$ cat src/rtl/cluster_eval_pipe_if.sv
// Stream bundle for cluster_eval_pipe: input beats, output results,
// and the hit counter with its clear.
interface cluster_eval_pipe_if #(
    parameter int NUM_GROUPS = 5,
    parameter int CNT_W      = 16
);
    logic                    in_valid;
    logic                    in_ready;
    logic [NUM_GROUPS*5-1:0] in_data;
    logic [1:0]              in_mode;
    logic                    out_valid;
    logic                    out_ready;
    logic                    out_hit;
    logic [NUM_GROUPS-1:0]   out_mask;
    logic [CNT_W-1:0]        hit_count;
    logic                    clr_count;

    modport master (
        output in_valid, in_data, in_mode, out_ready, clr_count,
        input  in_ready, out_valid, out_hit, out_mask, hit_count
    );

    modport slave (
        input  in_valid, in_data, in_mode, out_ready, clr_count,
        output in_ready, out_valid, out_hit, out_mask, hit_count
    );
endinterface

$ cat src/rtl/cluster_eval_pipe.sv
// Two-stage cluster evaluator: S1 holds per-group predicates, S2 holds
// the reduced hit; skid-free valid/ready with a saturating hit counter.
module cluster_eval_pipe #(
    parameter int NUM_GROUPS = 5,
    parameter int CNT_W      = 16
) (
    input logic                clk,
    input logic                rst,
    cluster_eval_pipe_if.slave bus
);
    localparam int N = NUM_GROUPS;
    localparam logic [CNT_W-1:0] CNT_MAX = '1;

    logic [N-1:0]     w_a;
    logic [N-1:0]     w_b;
    logic [N-1:0]     w_b_rot;
    logic             w_hit;
    logic             w_adv1;
    logic             w_adv2;
    logic             w_out_fire;

    logic             r_s1_valid;
    logic [N-1:0]     r_a;
    logic [N-1:0]     r_b;
    logic [1:0]       r_mode;
    logic             r_s2_valid;
    logic             r_hit;
    logic [N-1:0]     r_mask;
    logic [CNT_W-1:0] r_cnt;

    for (genvar g = 0; g < N; g++) begin : g_pred
        logic [4:0] w_f;
        assign w_f    = bus.in_data[5*g +: 5];
        assign w_a[g] = w_f[2] ? (w_f[0] | w_f[1])
                               : ((w_f[0] ^ w_f[1]) & (w_f[3] ^ w_f[4]));
        assign w_b[g] = ~w_f[2] & ~(w_f[3] & ~w_f[4]) & (w_f[0] | w_f[1]);
    end

    // Bit g of the rotated vector is B of group g+1, wrapping to group 0.
    assign w_b_rot = {r_b[0], r_b[N-1:1]};

    always_comb begin
        w_hit = 1'b0;
        unique case (r_mode)
            2'd0: w_hit = |(r_a & w_b_rot);
            2'd1: w_hit = |r_a;
            2'd2: w_hit = ($countones(r_a) > (N / 2));
            2'd3: w_hit = &r_a;
        endcase
    end

    assign w_adv2     = ~r_s2_valid | bus.out_ready;
    assign w_adv1     = ~r_s1_valid | w_adv2;
    assign w_out_fire = r_s2_valid & bus.out_ready;

    // Payload loads only with a valid beat so idle X never reaches outputs.
    always_ff @(posedge clk or posedge rst) begin
        if (rst) begin
            r_s1_valid <= 1'b0;
            r_a        <= '0;
            r_b        <= '0;
            r_mode     <= '0;
        end else if (w_adv1) begin
            r_s1_valid <= bus.in_valid;
            if (bus.in_valid) begin
                r_a    <= w_a;
                r_b    <= w_b;
                r_mode <= bus.in_mode;
            end
        end
    end

    always_ff @(posedge clk or posedge rst) begin
        if (rst) begin
            r_s2_valid <= 1'b0;
            r_hit      <= 1'b0;
            r_mask     <= '0;
        end else if (w_adv2) begin
            r_s2_valid <= r_s1_valid;
            if (r_s1_valid) begin
                r_hit  <= w_hit;
                r_mask <= r_a;
            end
        end
    end

    always_ff @(posedge clk or posedge rst) begin
        if (rst) begin
            r_cnt <= '0;
        end else if (bus.clr_count) begin
            r_cnt <= '0;
        end else if (w_out_fire && r_hit && r_cnt != CNT_MAX) begin
            r_cnt <= r_cnt + 1'b1;
        end
    end

    assign bus.in_ready  = w_adv1;
    assign bus.out_valid = r_s2_valid;
    assign bus.out_hit   = r_hit;
    assign bus.out_mask  = r_mask;
    assign bus.hit_count = r_cnt;
endmodule
$ cat src/flat_wrapper.sv
// flat-port wrapper written by rule: the top's interface ports become plain ports
module cluster_eval_pipe_flat 
#(
    parameter int NUM_GROUPS = 5,
    parameter int CNT_W      = 16
)
  (clk, rst, bus_in_valid, bus_in_data, bus_in_mode, bus_out_ready, bus_clr_count, bus_in_ready, bus_out_valid, bus_out_hit, bus_out_mask, bus_hit_count);
  cluster_eval_pipe_if #(.NUM_GROUPS(NUM_GROUPS), .CNT_W(CNT_W)) bus_i ();
  input logic clk;
  input logic rst;
  input wire logic [$bits(bus_i.in_valid)-1:0] bus_in_valid;
  input wire logic [$bits(bus_i.in_data)-1:0] bus_in_data;
  input wire logic [$bits(bus_i.in_mode)-1:0] bus_in_mode;
  input wire logic [$bits(bus_i.out_ready)-1:0] bus_out_ready;
  input wire logic [$bits(bus_i.clr_count)-1:0] bus_clr_count;
  output wire logic [$bits(bus_i.in_ready)-1:0] bus_in_ready;
  output wire logic [$bits(bus_i.out_valid)-1:0] bus_out_valid;
  output wire logic [$bits(bus_i.out_hit)-1:0] bus_out_hit;
  output wire logic [$bits(bus_i.out_mask)-1:0] bus_out_mask;
  output wire logic [$bits(bus_i.hit_count)-1:0] bus_hit_count;
  assign bus_i.in_valid = bus_in_valid;
  assign bus_i.in_data = bus_in_data;
  assign bus_i.in_mode = bus_in_mode;
  assign bus_i.out_ready = bus_out_ready;
  assign bus_i.clr_count = bus_clr_count;
  assign bus_in_ready = bus_i.in_ready;
  assign bus_out_valid = bus_i.out_valid;
  assign bus_out_hit = bus_i.out_hit;
  assign bus_out_mask = bus_i.out_mask;
  assign bus_hit_count = bus_i.hit_count;
  cluster_eval_pipe #(.NUM_GROUPS(NUM_GROUPS), .CNT_W(CNT_W)) u_core (.clk(clk), .rst(rst), .bus(bus_i));
endmodule
$ cat config.mk
export PLATFORM = sky130hd
export DESIGN_NAME = cluster_eval_pipe_flat
export DESIGN_NICKNAME = d
export VERILOG_FILES = /design/src/rtl/cluster_eval_pipe_if.sv /design/src/rtl/cluster_eval_pipe.sv /design/src/flat_wrapper.sv
export SDC_FILE = /design/constraint.sdc
export NUM_CORES = 1
export LEC_CHECK = 0
export CAP_MARGIN = 20
export CORE_ASPECT_RATIO = 0.6
export CORE_MARGIN = 5
export CORE_UTILIZATION = 48
export DETAILED_ROUTE_END_ITERATION = 6
export GPL_TIMING_DRIVEN = 0
export PLACE_DENSITY = 0.91
export SYNTH_ARGS = -nofsm -noshare
export SYNTH_HDL_FRONTEND = slang
export SYNTH_SLANG_ARGS = --single-unit
export TNS_END_PERCENT = 30
$ cat constraint.sdc
create_clock -name clk -period 2.51 [get_ports clk]
set_input_delay 0.6275 -clock clk [delete_from_list [all_inputs] [get_ports clk]]
set_output_delay 0.6275 -clock clk [all_outputs]
set_load 0.05 [all_outputs]
==> run_summary.xml <==
<?xml version="1.0" encoding="UTF-8"?>
<metrics>
  <group name="outcome">
    <metric name="status" unit="">finished clean</metric>
  </group>
  <group name="grt">
    <metric name="grt_pass1_wl" unit="mm">8.68</metric>
    <metric name="grt_max_degree" unit="">25</metric>
    <metric name="grt_util_all_layers" unit="">0.195</metric>
    <metric name="antenna_found_initial" unit="">0</metric>
    <metric name="vias_in_the_first_global_route" unit="">1864</metric>
    <metric name="globalRoute.totalOverflow" unit="">0</metric>
  </group>
  <group name="setup_path">
    <metric name="setup.worst_path.end" unit="">bus_in_ready</metric>
    <metric name="crit_fanout" unit="">4</metric>
    <metric name="r2r_slack" unit="ns">0.19</metric>
    <metric name="critPathArrivalTime" unit="ns">1.84</metric>
    <metric name="crit-reg2reg-capture" unit="">u_core.bus.out_hit$_DFFE_PP0P_</metric>
    <metric name="path_class" unit="">input port to primary output</metric>
    <metric name="worst_path_largest_cell_delay" unit="ns">0.52</metric>
    <metric name="startpoint" unit="">bus_out_ready</metric>
    <metric name="critical_path.reg2reg.startpoint" unit="">u_core.r_a[2]$_DFFE_PP0P_</metric>
    <metric name="r2r_cells" unit="">9</metric>
    <metric name="cp_capture_type" unit="">primary output</metric>
    <metric name="cp.required" unit="ns">1.88</metric>
    <metric name="critPathSlowestCell" unit="">clkdlybuf4s50_1</metric>
    <metric name="crit_chain" unit="">clkdlybuf4s50_1, nand3b_1, clkdlybuf4s15_1</metric>
    <metric name="worstSetupStartpointType" unit="">input port</metric>
  </group>
  <group name="cells_and_area">
    <metric name="antenna-diode-count" unit="">0</metric>
    <metric name="finish.net_count" unit="">336</metric>
    <metric name="commonest_cells_after_routing_fill_and_taps_aside" unit="">54 x clkdlybuf4s50_1, 36 x dfrtp_1, 26 x nand2_1, 26 x inv_1, 16 x ha_1</metric>
    <metric name="layout.filler_cells" unit="">317</metric>
    <metric name="layout_cells_sized_above_1" unit="">0.0871</metric>
    <metric name="leading_cell_type_in_the_layout_fill_and_taps_excluded" unit="">clkdlybuf4s50_1</metric>
    <metric name="area.growth.synth_to_final" unit="%">35.1</metric>
  </group>
  <group name="place">
    <metric name="pre_cts_ws" unit="ns">-0.345</metric>
    <metric name="buffer_ports.inserted" unit="">55</metric>
    <metric name="routabilityCongestion" unit="">0.856</metric>
    <metric name="dp_hpwl" unit="mm">4.03</metric>
  </group>
  <group name="detailed_routing">
    <metric name="num_vias" unit="">1859</metric>
    <metric name="wire_per_inst" unit="um">14.7</metric>
    <metric name="drc" unit="">0</metric>
    <metric name="routed_via_density" unit="">5.36</metric>
    <metric name="dr.first_iter.drc_count" unit="">134</metric>
    <metric name="detailedRoute.firstPassIterationCount" unit="">4</metric>
    <metric name="route.final.wire_length" unit="mm">5.11</metric>
    <metric name="ant_nets_after_route" unit="">0</metric>
  </group>
  <group name="timing">
    <metric name="final-max-slew-violation-count" unit="">0</metric>
    <metric name="timing.slew.headroom" unit="">0.392</metric>
    <metric name="max_freq" unit="MHz">405</metric>
    <metric name="timing.final.ws_setup" unit="ns">0.0422</metric>
    <metric name="min_period_over_period" unit="">0.983</metric>
    <metric name="clock_period_minus_worst_slack" unit="ns">2.47</metric>
    <metric name="worst_clock_skew" unit="ns">0.00674</metric>
    <metric name="worst_pin_slew" unit="ns">0.911</metric>
    <metric name="setup_repair_after_global_routing_missed_its_margin" unit="">false</metric>
    <metric name="setup_viol" unit="">0</metric>
    <metric name="tns" unit="ns">0</metric>
    <metric name="final_hold_viol_count" unit="">0</metric>
  </group>
  <group name="pwr">
    <metric name="clock_power_share" unit="">0.273</metric>
    <metric name="power.share.switching" unit="">0.329</metric>
    <metric name="power_switching" unit="W">0.000515</metric>
    <metric name="totalPowerFinal" unit="W">0.00157</metric>
    <metric name="power_density" unit="nW/um2">553</metric>
    <metric name="p_comb_frac" unit="">0.285</metric>
    <metric name="share_seq_of_total_power" unit="">0.442</metric>
    <metric name="power.leakage" unit="nW">1.24</metric>
    <metric name="power.ir.vdd_worst" unit="V">0.000259</metric>
    <metric name="power_report.internal_total" unit="W">0.00105</metric>
  </group>
  <group name="yosys">
    <metric name="share_of_async_settable_or_async_resettable_flops_after_synthesis" unit="">1.00</metric>
    <metric name="synth_compound_gate_area_share" unit="">0.153</metric>
    <metric name="synth_edf_count" unit="">0</metric>
    <metric name="syn_area_per_cell" unit="um2">9.41</metric>
    <metric name="synth_top_flop_cell" unit="">dfrtp_1</metric>
    <metric name="synth_mux_area_frac" unit="">0.0423</metric>
    <metric name="synth_top_family_by_area" unit="">simple AND/OR/NAND/NOR gates</metric>
    <metric name="synthesis.instances" unit="">223</metric>
    <metric name="seq_area_frac_synth" unit="">0.429</metric>
    <metric name="ys_types" unit="">41</metric>
    <metric name="total_standard_cell_area_after_synthesis" unit="um2">2100</metric>
    <metric name="synth.ff_latch_count" unit="">36</metric>
    <metric name="synth_adder_area_share" unit="">0.114</metric>
    <metric name="synthSimpleGateAreaFrac" unit="">0.205</metric>
    <metric name="area_share_of_xor_xnor_cells_in_the_synthesized_design" unit="">0</metric>
    <metric name="syn-num-nets" unit="">273</metric>
    <metric name="synthesis.yosys.warnings" unit="">0</metric>
  </group>
  <group name="die">
    <metric name="die-height" unit="um">61.2</metric>
    <metric name="floorplan.die_area" unit="um2">5840</metric>
    <metric name="core.rowCount" unit="">18</metric>
    <metric name="io_pins" unit="">56</metric>
    <metric name="fp.dieW" unit="um">95.4</metric>
    <metric name="placeable_area" unit="um2">4170</metric>
    <metric name="floorplan.initialDensity" unit="">0.504</metric>
  </group>
  <group name="run">
    <metric name="drv_cap" unit="">0</metric>
  </group>
  <group name="clock_network">
    <metric name="clk_pin_slew_worst_paths" unit="ns">0.07</metric>
    <metric name="tritoncts.num_buffers" unit="">5</metric>
    <metric name="clock_insertion_delay_worst_skew" unit="ns">0.29</metric>
    <metric name="clock_buffer_depth" unit="">2</metric>
    <metric name="total_number_of_clock_tree_sinks" unit="">36</metric>
    <metric name="ctsRootBufferMaster" unit="">clkbuf_8</metric>
    <metric name="cts_max_level" unit="">2</metric>
    <metric name="cts_tree" unit="">yes</metric>
  </group>
  <group name="min_path">
    <metric name="hold_path.class" unit="">register to register</metric>
  </group>
</metrics>
-- routing by layer --
layer	vias to the layer above	wire (um)	GRT usage
met5	-	0	0
met4	0	71	0.0637
met3	6	367	0.0525
met2	57	2290	0.307
met1	875	2380	0.266
li1	921	-	-
-- power by group through the flow --
stage | Combinational, W | Clock, W | Sequential, W
2_1_floorplan | 0.000179 | 0 | 0.000791
3_3_place_gp | 0.000430 | 0 | 0.000700
3_5_place_dp | 0.000449 | 0 | 0.000701
4_1_cts | 0.000450 | 0.000429 | 0.000692
5_1_grt | 0.000493 | 0.000453 | 0.000701
6_report | 0.000447 | 0.000428 | 0.000692
-- final cells by class --
cell class / instances / area [um2] / area share
Multi-Input combinational cell: 156 / 1090 / 0.383
Tap cell: 60 / 75.1 / 0.0265
Sequential cell: 36 / 901 / 0.318
Timing Repair Buffer: 56 / 566 / 0.199
Clock buffer: 8 / 90.1 / 0.0318
Buffer: 5 / 18.8 / 0.00662
Inverter: 26 / 97.6 / 0.0344
-- cells in the mapped netlist (2+ instances only) --
library cell / number / area share
nor2b_1: 7 / 0.021
nand3_1: 6 / 0.014
nand2_1: 26 / 0.047
a31oi_1: 2 / 0.0060
dfrtp_1: 36 / 0.43
and2_1: 2 / 0.0060
o21ai_0: 14 / 0.033
o41ai_1: 5 / 0.021
or4_2: 3 / 0.013
a21oi_1: 14 / 0.033
nor2_1: 12 / 0.021
and3_1: 2 / 0.0060
nor3_1: 3 / 0.0072
or4_1: 2 / 0.0072
fa_1: 2 / 0.019
a311oi_1: 2 / 0.0083
mux2_2: 7 / 0.038
clkbuf_1: 4 / 0.0072
nand2b_1: 6 / 0.018
a22oi_1: 2 / 0.0072
o31ai_1: 6 / 0.021
ha_1: 16 / 0.095
inv_1: 26 / 0.047
-- metrics by stage --
stage                     std cells  utilization  hold slack, ns  instance area, um2
after floorplan                 223            -           0.444                2100
after CTS                       347        0.680           0.492                2830
after global placement          338        0.654           0.466                2720
final                           347        0.680           0.485                2840
after detailed placement        339        0.657           0.477                2740
after global routing            347        0.680           0.510                2840
-- kinds of logic (layout without fill, tap and decap cells) --
| family | count (synthesis) | count (layout) |
|---|---|---|
| adders and majority gates | 18 | 18 |
| buffers and inverters | 31 | 95 |
| DFF | 36 | 36 |
| and+or+nand+nor | 80 | 80 |
| AOI/OAI and AO/OA | 50 | 50 |
| muxes | 8 | 8 |
-- how the worst min path moves through the flow --
stage                                  startpoint                                  to  slack, ns  depth (start not counted)
2_1_floorplan           u_core.r_b[3]$_DFFE_PP0P_           u_core.r_b[3]$_DFFE_PP0P_       0.44                          2
6_report       u_core.bus.out_mask[2]$_DFFE_PP0P_  u_core.bus.out_mask[2]$_DFFE_PP0P_       0.48                          2
4_1_cts        u_core.bus.out_mask[2]$_DFFE_PP0P_  u_core.bus.out_mask[2]$_DFFE_PP0P_       0.49                          2
3_5_place_dp   u_core.bus.out_mask[2]$_DFFE_PP0P_  u_core.bus.out_mask[2]$_DFFE_PP0P_       0.48                          2
3_3_place_gp            u_core.r_b[0]$_DFFE_PP0P_           u_core.r_b[0]$_DFFE_PP0P_       0.47                          2
5_1_grt             u_core.r_s1_valid$_DFFE_PP0N_    u_core.bus.out_valid$_DFFE_PP0P_       0.51                          1
-- flip-flops by register name, indices dropped and copies added (netlist names) --
register / count
u_core.bus.hit_count: 16
u_core.bus.out_hit: 1
u_core.bus.out_mask: 5
u_core.bus.out_valid: 1
u_core.r_a: 5
u_core.r_b: 5
u_core.r_mode: 2
u_core.r_s1_valid: 1
-- critical path: cells and delay by family --
kind / cells / cell delay [ns]
buffers and inverters: 2 / 1.04
and+or+nand+nor: 1 / 0.17
-- what timing repair did --
action                                 4_1_cts  5_1_grt
setup endpoints to repair                    2        1
resized for setup                            2        1
pin swaps                                    0        0
hold buffers                                 0        0
endpoints found under the hold margin        0        0
setup buffers                                0        0
No activity file was read; power rests on OpenSTA's default activity.
